**src/rtl/vload_writeback.sv**
```systemverilog
// Load sequencer: fetches one word (scalar dst) or V/N words (vector dst),
// assembles them and writes the register bank, stalling the ALU on collision.
module vload_writeback #(
  parameter int V  = 128,
  parameter int N  = 32,
  parameter int M  = 4,
  parameter int AW = 32
) (
  input  logic          clk,
  input  logic          rst,
  input  logic          start,
  input  logic [M-1:0]  dst,
  input  logic [AW-1:0] base,
  output logic          busy,
  output logic          done,
  output logic          mem_req,
  output logic [AW-1:0] mem_addr,
  input  logic          mem_ack,
  input  logic [N-1:0]  mem_rdata,
  input  logic          alu_we,
  input  logic [M-1:0]  alu_wa,
  input  logic [V-1:0]  alu_wd,
  output logic          alu_stall,
  output logic          we3,
  output logic [M-1:0]  wa3,
  output logic [V-1:0]  wd3
);

  localparam int LANES_MAX = V / N;
  localparam int CW        = $clog2(LANES_MAX) + 1;

  typedef enum logic [1:0] {IDLE, FETCH, WRITE} state_t;

  state_t          state, state_nxt;
  logic [M-1:0]    dst_q;
  logic [AW-1:0]   base_q;
  logic [CW-1:0]   cnt;
  logic [CW-1:0]   lanes;
  logic [V-1:0]    buf_q;
  logic            take_ack;
  logic            last_ack;

  assign take_ack = (state == FETCH) && mem_ack;
  assign last_ack = take_ack && (cnt == lanes - CW'(1));

  always_ff @(posedge clk) begin
    if (rst) state <= IDLE;
    else     state <= state_nxt;
  end

  always_comb begin
    state_nxt = state;
    busy      = 1'b0;
    done      = 1'b0;
    mem_req   = 1'b0;
    mem_addr  = '0;
    alu_stall = 1'b0;
    we3       = alu_we;
    wa3       = alu_wa;
    wd3       = alu_wd;
    case (state)
      IDLE: begin
        if (start) state_nxt = FETCH;
      end
      FETCH: begin
        busy     = 1'b1;
        mem_req  = 1'b1;
        mem_addr = base_q + (AW'(cnt) << 2);
        if (last_ack) state_nxt = WRITE;
      end
      WRITE: begin
        // load write owns the port; ALU holds its request one more cycle
        busy      = 1'b1;
        done      = 1'b1;
        we3       = 1'b1;
        wa3       = dst_q;
        wd3       = buf_q;
        alu_stall = alu_we;
        state_nxt = IDLE;
      end
      default: state_nxt = IDLE;
    endcase
  end

  always_ff @(posedge clk) begin
    if (rst) begin
      dst_q  <= '0;
      base_q <= '0;
      cnt    <= '0;
      lanes  <= '0;
      buf_q  <= '0;
    end else if (state == IDLE && start) begin
      dst_q  <= dst;
      base_q <= base;
      cnt    <= '0;
      buf_q  <= '0;
      lanes  <= (int'(dst) > 11) ? CW'(LANES_MAX) : CW'(1);
    end else if (take_ack) begin
      for (int i = 0; i < LANES_MAX; i++) begin
        if (cnt == CW'(i)) buf_q[i*N +: N] <= mem_rdata;
      end
      cnt <= cnt + CW'(1);
    end
  end

endmodule

```
**config.mk**
```make
export PLATFORM = sky130hd
export DESIGN_NAME = vload_writeback
export DESIGN_NICKNAME = d
export VERILOG_FILES = /design/src/rtl/vload_writeback.sv
export SDC_FILE = /design/constraint.sdc
export NUM_CORES = 1
export LEC_CHECK = 0
export ABC_AREA = 1
export BUFFER_PORTS_ARGS = -buffer_cell sky130_fd_sc_hd__buf_2
export CELL_PAD_IN_SITES_DETAIL_PLACEMENT = 0
export CELL_PAD_IN_SITES_GLOBAL_PLACEMENT = 1
export CORE_MARGIN = 4
export CORE_UTILIZATION = 33
export CTS_BUF_LIST = sky130_fd_sc_hd__clkbuf_4
export CTS_CLUSTER_SIZE = 25
export DETAILED_ROUTE_END_ITERATION = 8
export PLACE_DENSITY = 0.8
export SKIP_CTS_REPAIR_TIMING = 1
export SYNTH_ARGS = -nofsm -noshare
export SYNTH_HDL_FRONTEND = slang
export SYNTH_SLANG_ARGS = --single-unit
```
**constraint.sdc**
```tcl
create_clock -name clk -period 2.6 [get_ports clk]
set_input_delay 0.13 -clock clk [delete_from_list [all_inputs] [get_ports clk]]
set_output_delay 0.13 -clock clk [all_outputs]
set_load 0.02 [all_outputs]
```
==> results of run 1 <==
==> metal layers <==
layer / GRT usage / routed length [um] / up-vias / part of all wire
met4: 0.0578 / 517 / 2 / 0.015
met3: 0.0380 / 1660 / 36 / 0.050
li1: - / - / 5189 / -
met1: 0.269 / 14900 / 4434 / 0.45
met2: 0.357 / 16400 / 283 / 0.49
met5: 0 / 11 / - / 0.00033
==> per-stage QoR <==
stage               utilization  hold WS (ns)  instance area (sq um)  power (mW)  std cells
floorplan                     -         0.208                   8880        5.97       1390
global placement          0.417         0.333                  10900        7.44       2031
detailed placement        0.417         0.343                  10900        7.47       2031
CTS                       0.429        -0.323                  11300        9.17       2063
global route              0.468         0.227                  12300        10.0       2148
finish                    0.468         0.285                  12300        9.38       2148
==> power by group <==
part,internal (mW),switching (mW)
clock,0.548,1.14
sequential,2.88,0.223
combinational,1.45,3.15
==> state kept, by name (all words and copies together), names as in the netlist <==
name    flops
buf_q     128
base_q     32
dst_q       4
cnt         3
lanes       2
state       2
==> worst max-delay path, delay by kind of cell, from the launching register on <==
kind                       cells  cell delay, ns
and+or+nand+nor                9            0.70
DFF                            1            0.41
buffers and inverters          4            0.36
adders and majority gates      2            0.48
==> cell usage after synthesis (3+ instances only) <==
library cell / number
nand2_1: 620
dfxtp_1: 171
a21oi_1: 132
nor2_1: 101
inv_1: 79
o21ai_0: 72
clkbuf_1: 42
a211oi_1: 36
buf_2: 26
nand3_1: 18
nor2_2: 14
ha_1: 13
nand2_2: 10
buf_6: 9
inv_2: 8
nor3_1: 8
nor2_4: 4
o21ai_1: 4
nand3_4: 3
nor3_2: 3
==> layout make-up <==
type	instances	share of cell area
Antenna cell	1	0.000203
Inverter	88	0.0290
Clock inverter	15	0.0157
Tap cell	335	0.0341
Clock buffer	17	0.0104
Sequential cell	171	0.279
Multi-Input combinational cell	1050	0.395
Timing Repair Buffer	471	0.237
==> layout by cell type (no fill, tap or decap), drive strengths merged, types with 2 or more instances in the layout <==
cell type / count
nor3: 13
xnor2: 2
nand3: 21
a21oi: 132
o21ai: 76
dlygate4sd3: 71
inv: 94
a211oi: 36
dfxtp: 171
buf: 399
nor2: 119
clkinv: 7
nand4: 2
ha: 13
clkbuf: 18
nand2: 632
==> kinds of logic after synthesis <==
logic type	share of synthesized area
AO/OA/AOI/OAI	0.148
flip-flops	0.385
adder cells (fa/ha/maj)	0.0206
XOR/XNOR	0.00296
buffers and inverters	0.0838
AND/OR/NAND/NOR	0.359
==> worst paths after layout <==
path | slack, ns | end | cells after the start
max | -0.05 | mem_addr[28] | 15
min | 0.28 | lanes[0] | 3
max reg2reg | 0.62 | buf_q[6] | 8
min reg2reg | 0.48 | buf_q[97] | 2
==> flow_summary.json, run 1 <==
{
  "status": "finished with violations",
  "violations": "negative setup slack",
  "min_path_type": "input port to flip-flop",
  "critPathMaxFanout": 5,
  "drtIter0Drc": 573,
  "end_kind": "output pin",
  "multi_input_area_sq_mm": 0.00486,
  "cp_slowest_stage_delay_ns": 0.41,
  "wl_per_cell_um": 15.6,
  "startpoint_type": "flip-flop",
  "cts_tree": "yes",
  "drv_cap": 0,
  "setup_violations": 3,
  "grt_pass1_vias": 9042,
  "synthArstFlopShare": 0,
  "via_per_inst": 4.63,
  "grt_max_degree": 103,
  "clock_tree.buffer_depth": 2,
  "yosysWarnings": 0,
  "arrival_ns": 2.52,
  "grt_antenna_before_repair": 2,
  "slew_headroom": 0.552,
  "powerDensity_mw_per_mm2": 762,
  "dieArea_sq_mm": 0.0296,
  "layout.nets": 2018,
  "clkLatencyLatePin_ns": 0.57,
  "chipHeight_um": 172,
  "peakVddDrop_v": 0.000452,
  "startpoint": "cnt[0]",
  "gp_congestion": 0.884,
  "dp_hpwl_um": 24200,
  "hold_start": "rst",
  "syn_area_per_cell_sq_um": 6.39,
  "skew_ns": 0.0267,
  "cts-root-buf": "clkbuf_4",
  "grt_pass1_wl_um": 48500,
  "synth-edff-count": 0,
  "worstPathCellList": "ha_4, inv_2, fa_2, inv_2, nand2_4, nand2_4, nand2_4, nor2_4, nand2_4, inv_4, nand2_2, nand2_1, nand2_1, nor2_1, buf_4",
  "crit_type": "flip-flop to output pin",
  "setup-tns-final_ns": -0.0893,
  "drive_gt1_frac": 0.282,
  "hold_viol": 0,
  "drc_errors": 0,
  "finalCriticalPeriod_ns": 2.65,
  "portBuffers": 373,
  "die_x_um": 172,
  "ys.flop_type": "dfxtp_1",
  "critPathRequiredTime_ns": 2.47,
  "syn_area_sq_mm": 0.00888,
  "crit_path_top_delay_cell": "dfxtp_4",
  "period_share": 1.02,
  "firstDrtPassIters": 5,
  "leakagePower_nw": 5.69,
  "cts_buffers": 17,
  "cts.clk_slew.worst_paths_ns": 0.17,
  "grt_use_total": 0.208,
  "synth_top_area_frac": 0.385,
  "worst_slew_pin_slew_ns": 0.672,
  "synth_nets": 1609,
  "drtAntennaViolNets": 0,
  "synth_seq_cells": 171,
  "synthCells": 1390,
  "cts_max_level": 4,
  "synth-seq-area-share": 0.385,
  "rows": 59,
  "rsz0062_at_grt": "true",
  "wl_um": 33500,
  "overflow": 0,
  "rr_startpoint": "state[1]",
  "fin_ws_ns": -0.0474,
  "coreArea_sq_mm": 0.0263,
  "synthTopCellsByArea": "dfxtp_1 (39%), nand2_1 (26%), a21oi_1 (7.4%)",
  "pre_cts_ws_ns": 0.349,
  "synth_top_cell_by_area": "dfxtp_1",
  "via_count": 9944,
  "io_pins": 374,
  "synth_cell_types": 32,
  "regArea_sq_mm": 0.00343,
  "cts.sinks": 171,
  "initial_utilization": 0.338,
  "crit_top_cell": "nand2_4",
  "slew_violations": 0,
  "area_delta_synth_final_pct": 38.6,
  "n_fill_cell": 2788,
  "max_clock_freq_mhz": 378
}
No activity file was read; power rests on OpenSTA's default activity.
==> run 2: changes to the inputs <==
--- a/config.mk
+++ b/config.mk
@@ -15,7 +15,6 @@
 export CTS_CLUSTER_SIZE = 25
 export DETAILED_ROUTE_END_ITERATION = 8
 export PLACE_DENSITY = 0.8
-export SKIP_CTS_REPAIR_TIMING = 1
 export SYNTH_ARGS = -nofsm -noshare
 export SYNTH_HDL_FRONTEND = slang
 export SYNTH_SLANG_ARGS = --single-unit
==> flow_summary.json, run 2 (same netlist as run 1, synthesis figures left out) <==
{
  "status": "complete, no violations",
  "n_fill_cell": 2769,
  "crit_path_top_delay_cell": "dfxtp_2",
  "setup_violations": 0,
  "grt_max_degree": 103,
  "regArea_sq_mm": 0.00343,
  "cts.clk_slew.worst_paths_ns": 0.16,
  "firstDrtPassIters": 4,
  "via_count": 9982,
  "final_common_cell": "nand2_1",
  "cts.sinks": 171,
  "cts_buffers": 17,
  "cts-root-buf": "clkbuf_4",
  "io_pins": 374,
  "via_per_inst": 4.65,
  "grt_pass1_wl_um": 49900,
  "overflow": 0,
  "crit_top_cell": "nand2_4",
  "endpoint": "mem_addr[28]",
  "drive_gt1_frac": 0.279,
  "initial_utilization": 0.338,
  "min_path_type": "input port to flip-flop",
  "end_kind": "output pin",
  "clock_tree.buffer_depth": 2,
  "rows": 59,
  "p_comb_frac": 0.488,
  "peakVddDrop_v": 0.000452,
  "path_buf_inv": 4,
  "dp_hpwl_um": 24200,
  "fin_ws_ns": 0.0123,
  "area_delta_synth_final_pct": 38.0,
  "gp_congestion": 0.884,
  "dp_cells": 2031,
  "skew_ns": 0.0256,
  "rr_startpoint": "state[0]",
  "leakagePower_nw": 5.67,
  "chipHeight_um": 172,
  "max_clock_freq_mhz": 386,
  "grt_pass1_vias": 9475,
  "drtIter0Drc": 577,
  "layout.cells.non_filler": 2147,
  "arrival_ns": 2.46,
  "switching_share": 0.480,
  "clkLatencyLatePin_ns": 0.56,
  "cts_tree": "yes",
  "grt_use_total": 0.212,
  "p_sw_mw": 4.47,
  "wl_um": 33300,
  "worst_slew_pin_slew_ns": 0.673,
  "cpLargestDelayFamily": "simple AND/OR/NAND/NOR gates",
  "critPathMaxFanout": 4,
  "dieArea_sq_mm": 0.0296,
  "crit_type": "flip-flop to output pin",
  "rsz0062_at_grt": "true",
  "startpoint": "cnt[0]",
  "clkPwrFrac": 0.180,
  "largest_reg_flops": 128,
  "finalCriticalPeriod_ns": 2.59,
  "drc_errors": 0,
  "cp_slowest_stage_delay_ns": 0.39,
  "cts_max_level": 4,
  "seq_power_share": 0.332,
  "reg.largest.list": "buf_q (128), base_q (32), dst_q (4)",
  "die_x_um": 172,
  "r2r_setup_slack_ns": 0.46,
  "setup-tns-final_ns": 0,
  "placed_area_sq_mm": 0.0109,
  "grt_antenna_before_repair": 2,
  "r2r_cells": 8,
  "hold_viol": 0,
  "internal_power_mw": 4.85,
  "pre_cts_ws_ns": 0.349,
  "slew_violations": 0,
  "slew_headroom": 0.551,
  "coreArea_sq_mm": 0.0263,
  "powerDensity_mw_per_mm2": 761,
  "drtAntennaViolNets": 0,
  "mostFrequentLayoutCells": "nand2_1 (615), buf_2 (362), dfxtp_1 (167), a21oi_1 (130), nor2_1 (97)",
  "critPathRequiredTime_ns": 2.47,
  "startpoint_type": "flip-flop",
  "largest-register": "buf_q",
  "worstReg2RegEnd": "lanes[0]",
  "multi_input_area_sq_mm": 0.00483,
  "wl_per_cell_um": 15.5,
  "stdcell_area_sq_mm": 0.0123,
  "drv_cap": 0,
  "layout.nets": 2017,
  "period_share": 0.995,
  "cp.depth": 15,
  "portBuffers": 373,
  "worstPathCellList": "ha_4, inv_2, fa_2, inv_2, nand2_2, nand2_4, nand2_4, nor2_4, nand2_4, inv_4, nand2_2, nand2_1, nand2_1, nor2_1, buf_4"
}
run 2: cell types whose count changed in the layout (fill, tap and decap cells not counted), sizes merged:
cell and change:
buf -2, dlygate4sd3 +1
run 2: power by group through the flow:
stage	sequential (mW)	clock, mW	combinational, mW
2_1_floorplan	3.07	0	2.90
3_3_place_gp	3.13	0	4.31
3_5_place_dp	3.14	0	4.33
4_1_cts	3.08	1.75	4.47
5_1_grt	3.12	1.85	5.02
6_report	3.09	1.68	4.55
run 2: worst min-delay path: cells and delay by family:
family	cells	cell delay, ns
buffers and inverters	2	0.65
AOI/OAI and AO/OA	1	0.07
run 2: worst min path at each step:
stage | from | end | cells after the start
after global placement | rst | lanes[0] | 2
after global routing | rst | dst_q[3] | 3
after CTS | rst | dst_q[3] | 3
after detailed placement | rst | lanes[0] | 2
final | rst | dst_q[3] | 3
after floorplan | rst | lanes[0] | 1
run 2: what timing repair did:
action | in CTS | in global routing
hold buffers | 72 | 0
buffers inserted | 3 | 7
gates resized for setup | 29 | 25
setup endpoints to repair | 64 | 102
gates cloned | 0 | 1
pin swaps | 6 | 6
endpoints found under the hold margin | 171 | 0
run 2: area by class of cell:
class,instances,share of cell area
inverters,88,0.0291
clock inverters,15,0.0157
diodes,1,0.000204
flip-flops and latches,171,0.280
multi-input cells,1050,0.394
repair buffers,470,0.236
clock buffers,17,0.0104
well taps,335,0.0342
run 2: routing by layer:
layer	GRT usage	routed length [um]
met1	0.271	14700
met3	0.0352	1720
met4	0.0602	556
met5	0	11
met2	0.370	16300
run 2: stage by stage:
stage | total power, mW | hold WS (ns) | utilization
global route | 9.99 | 0.278 | 0.466
global placement | 7.44 | 0.333 | 0.417
detailed placement | 7.47 | 0.343 | 0.417
floorplan | 5.97 | 0.208 | -
finish | 9.32 | 0.329 | 0.466
CTS | 9.31 | 0.236 | 0.460
